### src/rtl/mpx_cfg_sequencer_if.sv
// -----------------------------------------------------------------------------
// mpx_cfg_sequencer_if
// Bundles the firmware-facing control, table-RAM read port and datapath
// config outputs of mpx_cfg_sequencer.
//   slave  : the sequencer side (drives status, mem_addr/mem_rd, cfg words).
//   master : the surrounding system (drives start/abort/params, mem_rdata).
// Optional: MPX_CFG_CHECKSUM_EN adds the 16-bit cksum status output.
// -----------------------------------------------------------------------------
interface mpx_cfg_sequencer_if #(
   parameter int DATA_WIDTH = 25,
   parameter int ADDR_WIDTH = 8
);
   // control / status
   logic                  start;
   logic                  target;
   logic [ADDR_WIDTH-1:0] base_addr;
   logic [ADDR_WIDTH:0]   count;
   logic                  abort;
   logic                  busy;
   logic                  done;
   logic                  err;
   logic                  mute;
   // table RAM read port (one-cycle read latency)
   logic [ADDR_WIDTH-1:0] mem_addr;
   logic                  mem_rd;
   logic [DATA_WIDTH-1:0] mem_rdata;
   // datapath config outputs
   logic [DATA_WIDTH-1:0] filter_cfg_din;
   logic                  filter_cfg_ce;
   logic [7:0]            dds_cfg;
   logic                  dds_cfg_ce;
`ifdef MPX_CFG_CHECKSUM_EN
   logic [15:0]           cksum;
`endif

   modport slave (
      input  start, target, base_addr, count, abort, mem_rdata,
`ifdef MPX_CFG_CHECKSUM_EN
      output cksum,
`endif
      output busy, done, err, mute, mem_addr, mem_rd,
      output filter_cfg_din, filter_cfg_ce, dds_cfg, dds_cfg_ce
   );

   modport master (
      output start, target, base_addr, count, abort, mem_rdata,
`ifdef MPX_CFG_CHECKSUM_EN
      input  cksum,
`endif
      input  busy, done, err, mute, mem_addr, mem_rd,
      input  filter_cfg_din, filter_cfg_ce, dds_cfg, dds_cfg_ce
   );
endinterface

### src/rtl/mpx_cfg_sequencer.sv
// -----------------------------------------------------------------------------
// mpx_cfg_sequencer
// Streams a contiguous word table from the local coefficient RAM into either
// the L/R pre-emphasis FIR coefficient chain (target 0) or the pilot DDS
// waveform ROM (target 1), one config strobe per word with GAP idle cycles
// between strobes. Holds mute while the FIR taps are being rewritten.
//
// Ports:
//   clk      register/config clock
//   reset_n  asynchronous active-low reset
//   bus      mpx_cfg_sequencer_if.slave:
//              start/target/base_addr/count/abort  -> load request / cancel
//              busy/done/err/mute                  <- status (registered)
//              mem_addr/mem_rd/mem_rdata           <-> table RAM read port
//              filter_cfg_din/_ce, dds_cfg/_ce     <- config words + strobes
//
// Optional macro MPX_CFG_CHECKSUM_EN: adds bus.cksum, the wrapping 16-bit
// sum of mem_rdata[15:0] over the words strobed by the last load.
// -----------------------------------------------------------------------------
module mpx_cfg_sequencer #(
   parameter int DATA_WIDTH = 25,
   parameter int ADDR_WIDTH = 8,
   parameter int GAP        = 2
) (
   input  logic                clk,
   input  logic                reset_n,
   mpx_cfg_sequencer_if.slave  bus
);

   // PACE counter only ever holds GAP-1 down to 0
   localparam int GW = (GAP > 1) ? $clog2(GAP) : 1;

   typedef enum logic [2:0] {
      S_IDLE, S_READ, S_LATCH, S_STROBE, S_PACE, S_DONE
   } state_t;

   state_t                state_q;
   logic                  tgt_q;
   logic [ADDR_WIDTH-1:0] base_q;
   logic [ADDR_WIDTH:0]   words_q;
   logic [ADDR_WIDTH:0]   idx_q;
   logic [GW-1:0]         pace_q;
   logic                  busy_q, done_q, err_q, mute_q;
   logic                  rd_q;
   logic [ADDR_WIDTH-1:0] addr_q;
   logic [DATA_WIDTH-1:0] fdin_q;
   logic                  fce_q;
   logic [7:0]            dds_q;
   logic                  dce_q;
`ifdef MPX_CFG_CHECKSUM_EN
   logic [15:0]           cksum_q;
`endif

   logic [ADDR_WIDTH:0]   idx_d;
   logic                  last_d;
   logic [ADDR_WIDTH-1:0] addr_next_d;   // address of word idx+1 (GAP = 0 path)
   logic [ADDR_WIDTH-1:0] addr_cur_d;    // address of word idx (after PACE)

   always_comb begin
      idx_d       = idx_q + 1'b1;
      last_d      = (idx_d == words_q);
      addr_next_d = base_q + idx_d[ADDR_WIDTH-1:0];
      addr_cur_d  = base_q + idx_q[ADDR_WIDTH-1:0];
   end

   always_ff @(posedge clk or negedge reset_n) begin
      if (!reset_n) begin
         state_q <= S_IDLE;
         tgt_q   <= 1'b0;
         base_q  <= '0;
         words_q <= '0;
         idx_q   <= '0;
         pace_q  <= '0;
         busy_q  <= 1'b0;
         done_q  <= 1'b0;
         err_q   <= 1'b0;
         mute_q  <= 1'b0;
         rd_q    <= 1'b0;
         addr_q  <= '0;
         fdin_q  <= '0;
         fce_q   <= 1'b0;
         dds_q   <= '0;
         dce_q   <= 1'b0;
`ifdef MPX_CFG_CHECKSUM_EN
         cksum_q <= '0;
`endif
      end else begin
         // single-cycle pulses default low
         done_q <= 1'b0;
         err_q  <= 1'b0;
         rd_q   <= 1'b0;
         fce_q  <= 1'b0;
         dce_q  <= 1'b0;
         case (state_q)
            S_IDLE, S_DONE: begin
               state_q <= S_IDLE;
               // abort is irrelevant here; only start is looked at
               if (bus.start) begin
                  if (bus.count != '0) begin
                     tgt_q   <= bus.target;
                     base_q  <= bus.base_addr;
                     words_q <= bus.count;
                     idx_q   <= '0;
                     busy_q  <= 1'b1;
                     mute_q  <= ~bus.target;
                     rd_q    <= 1'b1;
                     addr_q  <= bus.base_addr;
                     state_q <= S_READ;
`ifdef MPX_CFG_CHECKSUM_EN
                     cksum_q <= '0;
`endif
                  end else begin
                     err_q <= 1'b1;
                  end
               end
            end
            default: begin
               if (bus.abort) begin
                  // abort beats every transition, including the final STROBE
                  state_q <= S_IDLE;
                  busy_q  <= 1'b0;
                  mute_q  <= 1'b0;
                  err_q   <= 1'b1;
               end else begin
                  if (bus.start) err_q <= 1'b1;   // start while busy is refused
                  case (state_q)
                     S_READ: state_q <= S_LATCH;
                     S_LATCH: begin
                        if (tgt_q) begin
                           dds_q <= bus.mem_rdata[7:0];
                           dce_q <= 1'b1;
                        end else begin
                           fdin_q <= bus.mem_rdata;
                           fce_q  <= 1'b1;
                        end
`ifdef MPX_CFG_CHECKSUM_EN
                        cksum_q <= cksum_q + bus.mem_rdata[15:0];
`endif
                        state_q <= S_STROBE;
                     end
                     S_STROBE: begin
                        idx_q <= idx_d;
                        if (last_d) begin
                           done_q  <= 1'b1;
                           busy_q  <= 1'b0;
                           mute_q  <= 1'b0;
                           state_q <= S_DONE;
                        end else if (GAP > 0) begin
                           pace_q  <= GW'(GAP - 1);
                           state_q <= S_PACE;
                        end else begin
                           rd_q    <= 1'b1;
                           addr_q  <= addr_next_d;
                           state_q <= S_READ;
                        end
                     end
                     S_PACE: begin
                        if (pace_q == '0) begin
                           rd_q    <= 1'b1;
                           addr_q  <= addr_cur_d;
                           state_q <= S_READ;
                        end else begin
                           pace_q <= pace_q - GW'(1);
                        end
                     end
                     default: state_q <= S_IDLE;
                  endcase
               end
            end
         endcase
      end
   end

   assign bus.busy           = busy_q;
   assign bus.done           = done_q;
   assign bus.err            = err_q;
   assign bus.mute           = mute_q;
   assign bus.mem_rd         = rd_q;
   assign bus.mem_addr       = addr_q;
   assign bus.filter_cfg_din = fdin_q;
   assign bus.filter_cfg_ce  = fce_q;
   assign bus.dds_cfg        = dds_q;
   assign bus.dds_cfg_ce     = dce_q;
`ifdef MPX_CFG_CHECKSUM_EN
   assign bus.cksum          = cksum_q;
`endif

endmodule

### src/flat_wrapper.sv
// flat-port wrapper written by rule: the top's interface ports become plain ports
module mpx_cfg_sequencer_flat 
#(
   parameter int DATA_WIDTH = 25,
   parameter int ADDR_WIDTH = 8,
   parameter int GAP        = 2
)
  (clk, reset_n, bus_start, bus_target, bus_base_addr, bus_count, bus_abort, bus_mem_rdata, bus_busy, bus_done, bus_err, bus_mute, bus_mem_addr, bus_mem_rd, bus_filter_cfg_din, bus_filter_cfg_ce, bus_dds_cfg, bus_dds_cfg_ce);
  mpx_cfg_sequencer_if #(.DATA_WIDTH(DATA_WIDTH), .ADDR_WIDTH(ADDR_WIDTH)) bus_i ();
  input  logic clk;
  input  logic reset_n;
  input wire logic [$bits(bus_i.start)-1:0] bus_start;
  input wire logic [$bits(bus_i.target)-1:0] bus_target;
  input wire logic [$bits(bus_i.base_addr)-1:0] bus_base_addr;
  input wire logic [$bits(bus_i.count)-1:0] bus_count;
  input wire logic [$bits(bus_i.abort)-1:0] bus_abort;
  input wire logic [$bits(bus_i.mem_rdata)-1:0] bus_mem_rdata;
  output wire logic [$bits(bus_i.busy)-1:0] bus_busy;
  output wire logic [$bits(bus_i.done)-1:0] bus_done;
  output wire logic [$bits(bus_i.err)-1:0] bus_err;
  output wire logic [$bits(bus_i.mute)-1:0] bus_mute;
  output wire logic [$bits(bus_i.mem_addr)-1:0] bus_mem_addr;
  output wire logic [$bits(bus_i.mem_rd)-1:0] bus_mem_rd;
  output wire logic [$bits(bus_i.filter_cfg_din)-1:0] bus_filter_cfg_din;
  output wire logic [$bits(bus_i.filter_cfg_ce)-1:0] bus_filter_cfg_ce;
  output wire logic [$bits(bus_i.dds_cfg)-1:0] bus_dds_cfg;
  output wire logic [$bits(bus_i.dds_cfg_ce)-1:0] bus_dds_cfg_ce;
  assign bus_i.start = bus_start;
  assign bus_i.target = bus_target;
  assign bus_i.base_addr = bus_base_addr;
  assign bus_i.count = bus_count;
  assign bus_i.abort = bus_abort;
  assign bus_i.mem_rdata = bus_mem_rdata;
  assign bus_busy = bus_i.busy;
  assign bus_done = bus_i.done;
  assign bus_err = bus_i.err;
  assign bus_mute = bus_i.mute;
  assign bus_mem_addr = bus_i.mem_addr;
  assign bus_mem_rd = bus_i.mem_rd;
  assign bus_filter_cfg_din = bus_i.filter_cfg_din;
  assign bus_filter_cfg_ce = bus_i.filter_cfg_ce;
  assign bus_dds_cfg = bus_i.dds_cfg;
  assign bus_dds_cfg_ce = bus_i.dds_cfg_ce;
  mpx_cfg_sequencer #(.DATA_WIDTH(DATA_WIDTH), .ADDR_WIDTH(ADDR_WIDTH), .GAP(GAP)) u_core (.clk(clk), .reset_n(reset_n), .bus(bus_i));
endmodule
### config.mk
export PLATFORM = sky130hd
export DESIGN_NAME = mpx_cfg_sequencer_flat
export DESIGN_NICKNAME = d
export VERILOG_FILES = /design/src/rtl/mpx_cfg_sequencer_if.sv /design/src/rtl/mpx_cfg_sequencer.sv /design/src/flat_wrapper.sv
export SDC_FILE = /design/constraint.sdc
export NUM_CORES = 1
export LEC_CHECK = 0
export ABC_CLOCK_PERIOD_IN_PS = 4740
export CAP_MARGIN = 20
export CELL_PAD_IN_SITES_DETAIL_PLACEMENT = 0
export CELL_PAD_IN_SITES_GLOBAL_PLACEMENT = 1
export CORE_MARGIN = 4
export CORE_UTILIZATION = 41
export CTS_BUF_LIST = sky130_fd_sc_hd__clkbuf_16
export CTS_CLUSTER_DIAMETER = 40
export DETAILED_ROUTE_END_ITERATION = 7
export PLACE_DENSITY = 0.91
export SETUP_SLACK_MARGIN = 0.1
export SYNTH_ARGS = -nofsm -noshare
export SYNTH_HDL_FRONTEND = slang
export SYNTH_SLANG_ARGS = --single-unit
### constraint.sdc
create_clock -name clk -period 4.74 [get_ports clk]
set_input_delay 1.422 -clock clk [delete_from_list [all_inputs] [get_ports clk]]
set_output_delay 1.422 -clock clk [all_outputs]
set_load 0.05 [all_outputs]
==> results of run 1 <==
[sequential cells by signal, summed over array words and instances (netlist names), 3 cells and up]
name and flops:
u_core.state_q 3, u_core.bus.filter_cfg_din 25, u_core.bus.dds_cfg 8, u_core.base_q 8
u_core.idx_q 9, u_core.bus.mem_addr 8, u_core.words_q 9
[power by group]
part           internal [W]  total [W]  switching (W)  leakage, nW
Clock              0.000462   0.000742       0.000280        0.153
Sequential         0.000957    0.00114       0.000182        0.974
Combinational      0.000738    0.00186        0.00112         1.06
[metal layers]
layer  share of wire (%)  up-vias  GRT usage (%)
li1                    -     1382              -
met1                  43     1394           21.6
met2                  49       89           26.4
met3                 5.3       15           2.92
met4                 2.3        0           8.36
met5                   0        -              0
[worst paths after layout]
check / endpoint / slack, ns / cells past startpoint
setup / recovery: u_core.idx_q[4]$_DFFE_PN0P_ / 1.19 / 8
hold / removal: u_core.bus.mem_addr[3]$_DFFE_PN0P_ / 0.49 / 1
setup reg to reg: u_core.state_q[0]$_DFFE_PN0P_ / 2.43 / 7
hold reg to reg: u_core.bus.mem_addr[3]$_DFFE_PN0P_ / 0.49 / 1
max in group asynchronous: u_core.bus.filter_cfg_ce$_DFF_PN0_ / 3.17 / 2
min in group asynchronous: u_core.words_q[6]$_DFFE_PN0P_ / 1.00 / 1
[critical path: cells and delay by family]
kind	cells	cell delay (ns)
buffers and inverters	2	0.69
AO/OA/AOI/OAI	2	0.25
AND/OR/NAND/NOR	4	1.43
[synthesized netlist by cell type (all sizes together) (2+ instances only)]
| master | n | area (um2) |
|---|---|---|
| a2111oi | 2 | 36.3 |
| or2 | 2 | 12.5 |
| nand4 | 4 | 31.3 |
| mux2 | 51 | 574 |
| and2 | 2 | 12.5 |
| a31oi | 7 | 43.8 |
| xor2 | 6 | 52.6 |
| nor2 | 16 | 60.1 |
| o21a | 2 | 15.0 |
| dfrtp | 79 | 1980 |
| o41ai | 2 | 17.5 |
| mux2i | 2 | 20.0 |
| o21ai | 22 | 110 |
| nor3 | 8 | 40.0 |
| nor2b | 6 | 37.5 |
| inv | 12 | 45.0 |
| buf | 10 | 57.6 |
| xnor2 | 11 | 96.3 |
| a21o | 3 | 22.5 |
| nor4 | 2 | 18.8 |
| nand3 | 12 | 72.6 |
| o211ai | 3 | 22.5 |
| o31ai | 6 | 45.0 |
| a21oi | 9 | 45.0 |
| nand2b | 3 | 18.8 |
| nand2 | 22 | 82.6 |
| or3 | 5 | 36.3 |
| clkbuf | 5 | 18.8 |
| ha | 8 | 100 |
[cell type report]
cell class	count	area (um2)	area share (%)
clock inverter	7	96.3	1.85
inverter	12	45.0	0.865
clock buffer	9	225	4.32
multi-input combinational	225	1720	33.0
sequential	79	1980	37.9
timing repair buffer	101	1010	19.4
tap	108	135	2.59
[metrics by stage]
stage	cells	setup slack [ns]
floorplan	331	1.59
global placement	523	0.965
detailed placement	524	0.873
CTS	540	1.21
global route	541	1.06
finish	541	1.19
[kinds of logic after synthesis]
kind of cell | count (synthesis)
AOI/OAI and AO/OA | 59
buffers and inverters | 27
adders and majority gates | 9
xor gates and xnor gates | 17
muxes | 53
and+or+nand+nor | 87
DFF | 79
==> out/summary.txt, run 1 <==
Outcome = finished clean
Fin. max-slew vios = 0
Final WL = 8570 um
Placement Cell Area = 4860 um2
DP HPWL = 6280 um
Clock insertion delay at the later pin of the skew report = 0.34 ns
Total track usage = 16.6%
Drt wl/cell = 15.8 um
Fillers = 757
# DRC = 0
Clock transition at path regs = 0.06 ns
Die Y = 104 um
Worst setup path startpoint = bus_count[2]
Most common cell after layout, fill and taps aside = clkdlybuf4s50_1
Largest net degree at the start of global routing = 80
Library cells used by synthesis = 45
Vias per inst = 5.32
First-pass GRT wire length = 14,500 um
CTS root buf = clkbuf_16
Port buffer count = 94
Sequential fraction of the synthesis area = 52.0%
P per Cell Area = 718 nW/um2
CTS buffer count = 9
Slowest cell on the critical path = or4_1
Setup Crit Path Kind = input pin to flop
Synthesized instance count = 331
Post-CTS resize count = 0
Vias in the first global route = 2,845
Final min period = 3.55 ns
Power Total = 0.00374 W
DR iter-0 viols = 136
Slew headroom = 53.3%
Worst IR drop on VDD = 319 uV
#FFs+latches synth = 79
Syn nets = 387
Crit path DAT = 3.78 ns
Final setup vio count = 0
Clock Sinks = 79
Initial antenna violation count = 0
Most frequent cells in the layout = 93 x clkdlybuf4s50_1, 79 x dfrtp_1, 51 x mux2_2, 22 x nand2_1, 22 x o21ai_0
Total gr overflow = 0
Mux share of post-synthesis cell area = 15.6%
Worst clock skew = 0.00799 ns
Post-route setup TNS = 0 ns
Hold_buf cts = 0
Async S/R FF share, synth = 100%
Critical-path cell list = clkdlybuf4s50_1 > or4_1 > nor4_1 > nand3b_1 > buf_4 > and2_1 > o21ai_0 > o31ai_1
Die area = 10,900 um2
# Max-Cap Violations = 0
CP max FO = 20
Fin nets = 484
Routed vias = 2,880
Remaining antenna violation count = 0
RSZ-0062 raised after global routing = false
Core occupancy in the finished layout = 58.6%
Core area = 8890 um2
Top FF cell, synth = dfrtp_1
Final instance area = 5210 um2
Worst slew pin tran = 0.696 ns
Synth warn = 0
Gpl congestion = 0.781
CTS H-tree depth = 3
Hold crit path type = flop to flop
Post-route clock period utilization = 74.8%
Fin Hold WS = 0.491 ns
XOR/XNOR Fraction of Synth Area = 3.91%
Adder-cell share of the synthesized area = 3.16%
Final hold vios = 0
IO Pins = 95
CP max stage delay = 0.53 ns
Max Freq = 282 MHz
Synth Area per Inst = 11.5 um2
Simple-gate share of the synthesized area = 12.1%
Worst setup EP type = flop
P_leak = 2.19 nW
Initial Utilization = 42.8%
Post-synth EDFFs = 0
Critical R2R Launch = u_core.idx_q[0]$_DFFE_PN0P_
Largest family of logic cells by synthesized area = multiplexers
Startpoint Class = input pin
Layout area overhead = 36.9%
Diode count = 0
Compound-Gate Fraction of Synth Area = 10.0%
CTS tree = yes
Post-Syn Area = 3800 um2
Post-CTS setup buffers = 0
First drt pass iteration count = 4
Die width = 104 um
Hold Startpoint = u_core.bus.mem_addr[3]$_DFFE_PN0P_
CTS max path bufs = 2
Row count = 34
Layout cells sized above 1 = 18.9%
CP required = 4.97 ns
Power figures use the tool's default switching activity.
==> inputs of run 2 (changes only) <==
Settings changed: ABC_CLOCK_PERIOD_IN_PS 4740 to 3300, CORE_UTILIZATION 41 to 38, PLACE_DENSITY 0.91 to 0.86.
Clock period 4.74 ns to 3.3 ns, I/O delays scaled along.
==> run 2 against run 1 <==
Sequential share of layout area down 0.22 points. Worst setup slack worse by 0.89 ns. Clock power up 33%. Critical path depth unchanged. Wire length down 0.92%. Final area up 0.58%. Die area up 7.3%. Sequential power up 44%.
==> out/summary.txt, run 2 (synthesized netlist as in run 1, its figures left out) <==
Outcome = finished clean
Vias in the first global route = 2,767
Hold Crit Depth = 1
CTS H-tree depth = 3
# Max-Cap Violations = 0
P_leak = 2.19 nW
CP max stage delay = 0.53 ns
Worst slew pin tran = 0.527 ns
Final min period = 3.00 ns
Clock insertion delay at the later pin of the skew report = 0.33 ns
RSZ-0062 raised after global routing = false
Fin nets = 485
DP HPWL = 6250 um
Total gr overflow = 0
Most frequent cells in the layout = 93 x clkdlybuf4s50_1, 79 x dfrtp_1, 51 x mux2_2, 22 x nand2_1, 22 x o21ai_0
DR iter-0 viols = 189
Final WL = 8490 um
Hold crit path type = flop to flop
CTS root buf = clkbuf_16
Buf+Inv Stages, Crit Path = 2
Core area = 9770 um2
Post-route setup TNS = 0 ns
Cell family with most CP delay = simple AND/OR/NAND/NOR gates
Met3 Usage GRT = 4.06%
Power Total = 0.00532 W
R2R setup slack = 1.00 ns
Routed vias = 2,799
Startpoint Class = input pin
Critical-path cell list = clkdlybuf4s50_1 > or4_1 > nor4_1 > nand3b_1 > buf_12 > and2_1 > o21ai_0 > o31ai_1
# DRC = 0
Most common cell after layout, fill and taps aside = clkdlybuf4s50_1
Initial antenna violation count = 0
Fin Hold WS = 0.498 ns
Total track usage = 14.8%
CP required = 3.53 ns
Final hold vios = 0
Layout cells sized above 1 = 19.1%
Hold_buf cts = 0
Worst Reg-to-Reg Cells = 7
M1 GR Usage = 19.8%
Worst IR drop on VDD = 601 uV
Final instance area = 5240 um2
Die area = 11,700 um2
Layout area overhead = 37.7%
Slowest cell on the critical path = or4_1
Fin. max-slew vios = 0
Worst clock skew = 0.00561 ns
Row count = 36
Clock Sinks = 79
Clock transition at path regs = 0.06 ns
RR Endpoint = u_core.state_q[0]$_DFFE_PN0P_
Busiest grt layer = met2
Post-route clock period utilization = 90.8%
Hold Startpoint = u_core.bus.mem_addr[3]$_DFFE_PN0P_
Max Freq = 334 MHz
WHS Endpoint = u_core.bus.mem_addr[3]$_DFFE_PN0P_
Die Y = 108 um
CTS buffer count = 9
Die width = 108 um
CTS tree = yes
First drt pass iteration count = 4
Diode count = 0
Gpl congestion = 0.819
Crit path DAT = 3.23 ns
Initial Utilization = 38.9%
P per Cell Area = 1010 nW/um2
Largest net degree at the start of global routing = 80
Worst setup EP type = flop
Fillers = 874
Placement Cell Area = 4900 um2
Port buffer count = 94
Slew headroom = 64.8%
CP max FO = 14
Final setup vio count = 0
Remaining antenna violation count = 0
CTS max path bufs = 2
Drt wl/cell = 15.0 um
Post-CTS setup buffers = 0
First-pass GRT wire length = 13,600 um
Setup Crit Path Kind = input pin to flop
Max reg flops = 25
Vias per inst = 4.94
Post-CTS resize count = 0
Met2 usage in global routing = 24.2%
IO Pins = 95
Critical R2R Launch = u_core.idx_q[0]$_DFFE_PN0P_
## run 2: how the worst max path moves through the flow
stage                       from                            endpoint  slack, ns  cells after the start
finish              bus_count[2]         u_core.idx_q[3]$_DFFE_PN0P_       0.30                      8
global route        bus_count[2]         u_core.idx_q[2]$_DFFE_PN0P_       0.14                      8
CTS                 bus_count[2]  u_core.bus.mem_addr[7]$_DFFE_PN0P_       0.29                      8
detailed placement  bus_count[2]  u_core.bus.mem_addr[7]$_DFFE_PN0P_      -0.06                      8
global placement    bus_count[2]  u_core.bus.mem_addr[7]$_DFFE_PN0P_       0.04                      8
floorplan           bus_count[2]        u_core.base_q[0]$_DFFE_PN0P_       0.58                      6
## run 2: stage by stage
stage               worst slack [ns]  utilization [%]  instances
global route                   0.136             53.6        567
CTS                            0.295             53.3        565
finish                         0.303             53.6        567
floorplan                      0.582                -        331
global placement              0.0365             50.2        549
detailed placement           -0.0630             50.2        549
## run 2: worst reg2reg max path, cell delays in order (launching register included)
cell	delay [ns]
dfrtp_1	0.54
ha_1	0.37
nand3_1	0.16
nor3_1	0.44
xnor2_1	0.20
nand3_1	0.12
or2_1	0.24
a31oi_1	0.15
## run 2: cell type report
type	instances	area (um2)	share of cell area, %
Sequential cell	79	1980	37.7
Multi-Input combinational cell	225	1720	32.8
Timing Repair Buffer	102	1030	19.7
Clock buffer	9	225	4.30
Tap cell	133	166	3.18
Clock inverter	7	75.1	1.43
Inverter	12	45.0	0.860
## run 2: where the power goes
| group | internal, W | leakage, nW | switching [W] |
|---|---|---|---|
| clock network | 0.000587 | 0.143 | 0.000402 |
| logic | 0.00107 | 1.07 | 0.00162 |
| registers | 0.00137 | 0.974 | 0.000264 |
| total | 0.00303 | 2.19 | 0.00228 |
## run 2: layer usage
layer	routed length, um	share of wire, %
met5	0	0
met3	389	4.6
met2	4170	49
met4	72	0.85
met1	3850	45
==> inputs of run 3 (changes only) <==
Settings changed: CTS_CLUSTER_DIAMETER 40 to 60.
==> results of run 3 <==
Same layout as run 2: the final DEF is identical, and so are final timing and power.
